## src/rtl/simon_pkg.sv

```systemverilog
// rtl/simon_pkg.sv - shared state encoding, LFSR constants and helpers for the Simon sequencer
package simon_pkg;

    typedef enum logic [2:0] {
        S_IDLE,
        S_ADD,
        S_PLAY_ON,
        S_PLAY_GAP,
        S_WAIT_IN,
        S_WIN,
        S_LOSE
    } state_t;

    localparam logic [15:0] LFSR_SEED = 16'hACE1;
    localparam logic [15:0] LFSR_TAPS = 16'hB400;

    // Index of the highest set bit; callers only rely on it for one-hot inputs.
    function automatic logic [4:0] onehot_to_index(input logic [31:0] onehot);
        logic [4:0] index;
        index = '0;
        for (int i = 0; i < 32; i++) begin
            if (onehot[i]) index = 5'(i);
        end
        return index;
    endfunction

endpackage

```

## src/rtl/simon_lfsr.sv

```systemverilog
// rtl/simon_lfsr.sv - free-running 16-bit Galois LFSR feeding new notes
module simon_lfsr
    import simon_pkg::*;
(
    input  logic        CLK,
    input  logic        RST,
    output logic [15:0] Q
);

    always_ff @(posedge CLK or posedge RST) begin
        if (RST) begin
            Q <= LFSR_SEED;
        end else begin
            Q <= {1'b0, Q[15:1]} ^ (Q[0] ? LFSR_TAPS : 16'h0000);
        end
    end

endmodule

```

## src/rtl/simon_sequencer.sv

```systemverilog
// rtl/simon_sequencer.sv - Simon game control: grows, plays back and checks the note sequence
module simon_sequencer
    import simon_pkg::*;
#(
    parameter int DATA_WIDTH    = 2,
    parameter int DEPTH         = 16,
    parameter int NOTE_TICKS    = 12_500_000,
    parameter int GAP_TICKS     = 2_500_000,
    parameter int TIMEOUT_TICKS = 250_000_000
) (
    input  logic                         CLK,
    input  logic                         RST,
    input  logic                         START,
    input  logic [(1<<DATA_WIDTH)-1:0]   BTN,
    output logic [DATA_WIDTH-1:0]        NOTE_SEL,
    output logic                         NOTE_EN,
    output logic [$clog2(DEPTH+1)-1:0]   LEVEL,
    output logic                         BUSY,
    output logic                         WIN,
    output logic                         LOSE
);

    localparam int LW        = $clog2(DEPTH + 1);
    localparam int IW        = (DEPTH > 1) ? $clog2(DEPTH) : 1;
    localparam int MAX_A     = (NOTE_TICKS > GAP_TICKS) ? NOTE_TICKS : GAP_TICKS;
    localparam int MAX_TICKS = (MAX_A > TIMEOUT_TICKS) ? MAX_A : TIMEOUT_TICKS;
    localparam int TW        = $clog2(MAX_TICKS + 1);

    state_t                state;
    logic [LW-1:0]         len;
    logic [IW-1:0]         idx;
    logic [TW-1:0]         timer;
    logic [DATA_WIDTH-1:0] mem [DEPTH];
    logic [15:0]           lfsr_q;
    logic [DATA_WIDTH-1:0] new_note;
    logic                  last_note;
    logic                  press_ok;
    logic                  unused_lfsr_bits;

    simon_lfsr u_lfsr (
        .CLK (CLK),
        .RST (RST),
        .Q   (lfsr_q)
    );

    assign new_note         = lfsr_q[DATA_WIDTH-1:0];
    assign unused_lfsr_bits = ^lfsr_q[15:DATA_WIDTH];
    assign last_note        = (LW'(idx) == len - LW'(1));
    assign press_ok         = $onehot(BTN) && (onehot_to_index(32'(BTN)) == 5'(mem[idx]));
    assign LEVEL            = len;
    assign BUSY             = (state == S_ADD) || (state == S_PLAY_ON) || (state == S_PLAY_GAP);

    // Sequence storage needs no reset: entries are only read after ADD has written them.
    always_ff @(posedge CLK) begin
        if (state == S_ADD) begin
            mem[len[IW-1:0]] <= new_note;
        end
    end

    always_ff @(posedge CLK or posedge RST) begin
        if (RST) begin
            state    <= S_IDLE;
            len      <= '0;
            idx      <= '0;
            timer    <= '0;
            NOTE_SEL <= '0;
            NOTE_EN  <= 1'b0;
            WIN      <= 1'b0;
            LOSE     <= 1'b0;
        end else begin
            case (state)
                S_IDLE, S_WIN, S_LOSE: begin
                    if (START) begin
                        len   <= '0;
                        WIN   <= 1'b0;
                        LOSE  <= 1'b0;
                        state <= S_ADD;
                    end
                end
                S_ADD: begin
                    len      <= len + LW'(1);
                    idx      <= '0;
                    timer    <= '0;
                    NOTE_EN  <= 1'b1;
                    // mem[0] is being written this same edge on the first round
                    NOTE_SEL <= (len == '0) ? new_note : mem[0];
                    state    <= S_PLAY_ON;
                end
                S_PLAY_ON: begin
                    if (timer == TW'(NOTE_TICKS - 1)) begin
                        timer   <= '0;
                        NOTE_EN <= 1'b0;
                        state   <= S_PLAY_GAP;
                    end else begin
                        timer <= timer + TW'(1);
                    end
                end
                S_PLAY_GAP: begin
                    if (timer == TW'(GAP_TICKS - 1)) begin
                        timer <= '0;
                        if (last_note) begin
                            idx   <= '0;
                            state <= S_WAIT_IN;
                        end else begin
                            idx      <= idx + IW'(1);
                            NOTE_SEL <= mem[idx + IW'(1)];
                            NOTE_EN  <= 1'b1;
                            state    <= S_PLAY_ON;
                        end
                    end else begin
                        timer <= timer + TW'(1);
                    end
                end
                S_WAIT_IN: begin
                    if (|BTN) begin
                        if (press_ok) begin
                            timer <= '0;
                            if (!last_note) begin
                                idx <= idx + IW'(1);
                            end else if (len < LW'(DEPTH)) begin
                                state <= S_ADD;
                            end else begin
                                WIN   <= 1'b1;
                                state <= S_WIN;
                            end
                        end else begin
                            LOSE  <= 1'b1;
                            state <= S_LOSE;
                        end
                    end else if (timer == TW'(TIMEOUT_TICKS - 1)) begin
                        LOSE  <= 1'b1;
                        state <= S_LOSE;
                    end else begin
                        timer <= timer + TW'(1);
                    end
                end
                default: state <= S_IDLE;
            endcase
        end
    end

endmodule

```

## config.mk

```make
export PLATFORM = sky130hd
export DESIGN_NAME = simon_sequencer
export DESIGN_NICKNAME = d
export VERILOG_FILES = /design/src/rtl/simon_pkg.sv /design/src/rtl/simon_lfsr.sv /design/src/rtl/simon_sequencer.sv
export SDC_FILE = /design/constraint.sdc
export NUM_CORES = 1
export LEC_CHECK = 0
export ABC_AREA = 1
export CORE_MARGIN = 5
export CORE_UTILIZATION = 31
export CTS_CLUSTER_DIAMETER = 120
export DETAILED_ROUTE_END_ITERATION = 8
export DONT_BUFFER_PORTS = 1
export GPL_TIMING_DRIVEN = 0
export SETUP_SLACK_MARGIN = 0.3
export SYNTH_ARGS = -nofsm -noshare
export SYNTH_HDL_FRONTEND = slang
export SYNTH_HIERARCHICAL = 1
export SYNTH_SLANG_ARGS = --single-unit
```

## constraint.sdc

```tcl
create_clock -name CLK -period 2.6 [get_ports CLK]
set_clock_uncertainty 0.05 [all_clocks]
set_input_delay 0.65 -clock CLK [delete_from_list [all_inputs] [get_ports CLK]]
set_output_delay 0.65 -clock CLK [all_outputs]
set_load 0.01 [all_outputs]
```

==> results.json <==
{
  "status": "completed",
  "drv_cap": 0,
  "drive_gt1_share_pct": 13.28,
  "globalRouteMet2Util_pct": 24.37,
  "drc": 0,
  "use_met1_pct": 23.76,
  "power.switching_mw": 2.256,
  "cp_max_fo": 10,
  "crit_chain": "inv_8 -> fa_1 -> inv_1 -> ha_2 -> ha_4 -> nor3b_2 -> nand2_2 -> o21ai_4 -> nand2_4 -> buf_8 -> nand2_2 -> o21ai_2",
  "avgSynthCellArea_sq_um": 7.274,
  "clock_tree.htree_level_count": 3,
  "syn_nets": 845,
  "synth_cell_types": 39,
  "fin_hold_ws_ns": 0.1793,
  "grt_pass1_wl_mm": 28.15,
  "place.gp.congestion": 0.9359,
  "ys_warn_count": 6,
  "cp_slowest_cell": "fa_1",
  "seq_area_frac_synth_pct": 41.46,
  "final_common_cell": "nand2_1",
  "wl_per_cell_um": 15.53,
  "hold_path_class": "input pin to async pin",
  "met3_usage_pct": 2.644,
  "worst_slack_ns": 0.1995,
  "dp_slack_ns": -0.3007,
  "dp_cells": 1094,
  "async_flop_share_pct": 65.59,
  "synth_xor_area_share_pct": 3.199,
  "antennaDiodeCount": 0,
  "end_kind": "flip-flop",
  "cpPeakStageDelay_ns": 0.53,
  "intPower_mw": 2.967,
  "rows": 51,
  "hold_viol": 0,
  "clock-root-buffer": "clkbuf_16",
  "arrival_ns": 2.59,
  "grt_overflow": 0,
  "numCtsBuffers": 9,
  "yosys_register_bits": 93,
  "cp-start-kind": "input pin",
  "synth-simple-area-share_pct": 35.52,
  "worstMarginPinSlew_ns": 0.6641,
  "syn_area_sq_um": 6023,
  "grt_pass1_vias": 5029,
  "crit_top_cell": "nand2_2",
  "viasPerCell": 4.946,
  "core_sq_um": 19270,
  "path_class": "input pin to flip-flop",
  "vias": 5520,
  "power.combinational.fraction_pct": 40.9,
  "slew_headroom_pct": 55.72,
  "rsz0062_at_grt": "true",
  "syn2layout_area_growth_pct": 13.75,
  "top_usage_layer": "met2",
  "clkPwrFrac_pct": 25.3,
  "setup_violations": 0,
  "dr.first_iter.drc_count": 422,
  "antenna_left": 0,
  "io_pins": 18,
  "fin_util_pct": 35.55,
  "synth_top_family_by_area": "simple AND/OR/NAND/NOR gates",
  "power.density_nw_per_um2": 762.3,
  "finalCritPeriodShare_pct": 92.33,
  "p_sw_share_pct": 43.20,
  "portBuffers": 0,
  "die_area_sq_um": 22320,
  "fmax_mhz": 416.6,
  "dp_hpwl_mm": 12.75,
  "reg2regPathDepth": 12,
  "clkLatencyLatePin_ns": 0.36,
  "cts.sinks": 93,
  "power_mw": 5.223,
  "synth-compound-area-share_pct": 8.122,
  "netlist_instances": 828,
  "synthFlopType": "dfrtp_1",
  "routed_wl_mm": 17.33,
  "cts_tree": "yes",
  "pwr-share-seq_pct": 33.8,
  "drv_slew": 0,
  "p_leak_nw": 3.032,
  "fin_crit_ns": 2.400,
  "worstPathRequired_ns": 2.79,
  "muxShareOfSynthArea_pct": 0,
  "instances_no_fill": 1116,
  "clkTransAtPathRegs_ns": 0.07,
  "die_x_um": 149.4,
  "start_util_pct": 31.26,
  "synthAdderAreaFrac_pct": 2.202,
  "mostFrequentLayoutCells": "201 x nand2_1, 101 x inv_1, 90 x nor2_1",
  "synth-edff-count": 32,
  "clockBufferDepth": 2,
  "die_h_um": 149.4,
  "antenna_found_initial": 0,
  "final_nets": 863,
  "first_pass_iters": 5,
  "grt.total_usage_pct": 16.21,
  "grt_max_degree": 26,
  "vdd_ir_drop_max_mv": 0.4761
}
==> power by group through the flow <==
stage | Sequential (mW) | Combinational, mW | Clock (mW)
final | 1.76 | 2.14 | 1.32
after global routing | 1.79 | 2.37 | 1.41
after floorplan | 1.76 | 1.49 | 0
after global placement | 1.80 | 2.01 | 0
after detailed placement | 1.80 | 2.03 | 0
after CTS | 1.76 | 2.10 | 1.35
==> per-stage QoR <==
| stage | TNS [ns] | cell area [sq um] |
|---|---|---|
| 2_1_floorplan | -0.2776 | 6098 |
| 6_report | 0 | 6852 |
| 3_5_place_dp | -8.457 | 6457 |
| 3_3_place_gp | -7.770 | 6430 |
| 4_1_cts | 0 | 6799 |
| 5_1_grt | 0 | 6852 |
==> area by class of cell <==
cell class | count | area (sq um)
clock buffers | 9 | 225.2
repair buffers | 7 | 72.57
multi-input cells | 599 | 3060
well taps | 265 | 331.6
plain buffers | 26 | 176.4
clock inverters | 7 | 62.56
inverters | 110 | 420.4
flip-flops and latches | 93 | 2502
fillers | 2064 | 12420
==> cells in the mapped netlist, types with 9 or more instances <==
cell,instances,area [sq um]
ha_1,9,112.6
o21ai_2,12,105.1
inv_1,105,394.1
o21ai_0,30,150.1
clkbuf_1,12,45.04
nand3_1,88,440.4
nor2_1,91,341.6
xor2_1,19,166.4
dfrtp_1,53,1326
nand4_1,26,162.7
a21oi_1,24,120.1
nand2_1,219,822.0
edfxtp_1,32,960.9
nor3_1,42,210.2
==> registers in the layout, indices dropped and copies added, names as in the netlist <==
| name | cells |
|---|---|
| LEVEL | 5 |
| mem | 32 |
| WIN | 1 |
| LOSE | 1 |
| NOTE_EN | 1 |
| idx | 4 |
| u_lfsr/Q | 16 |
| NOTE_SEL | 2 |
| timer | 28 |
| state | 3 |
==> final timing paths <==
kind	endpoint	start	slack (ns)
min	u_lfsr/Q[4]	RST	0.18
min in group CLK	u_lfsr/Q[2]	u_lfsr/Q[3]	0.30
max	timer[15]	BTN[3]	0.20
min reg2reg	u_lfsr/Q[2]	u_lfsr/Q[3]	0.30
max in group asynchronous	timer[1]	RST	1.74
max reg2reg	timer[2]	timer[20]	0.35
==> timing repair <==
action | in CTS | in global routing
hold buffers | 0 | 0
setup buffers | 4 | 2
pin swaps | 5 | 7
resized for setup | 7 | 24
setup endpoints to repair | 38 | 40
==> layer usage <==
| layer | routed length [um] | part of all wire (%) |
|---|---|---|
| met1 | 8400 | 48 |
| met2 | 7438 | 43 |
| met4 | 305 | 1.8 |
| met3 | 1184 | 6.8 |
| met5 | 0 | 0 |
==> worst max-delay path: cells and delay by family <==
| family | cells | cell delay [ns] |
|---|---|---|
| AOI/OAI and AO/OA | 2 | 0.27 |
| and+or+nand+nor | 4 | 0.48 |
| buffers and inverters | 3 | 0.23 |
| adders and majority gates | 3 | 0.95 |
==> logic make-up (layout without fill, tap and decap cells) <==
family	after synthesis	after routing
simple gates	487	487
buf+inv	136	159
xor+xnor	22	22
compound gates	80	80
flops	93	93
fa+ha+maj	10	10
No activity file was read; power rests on OpenSTA's default activity.
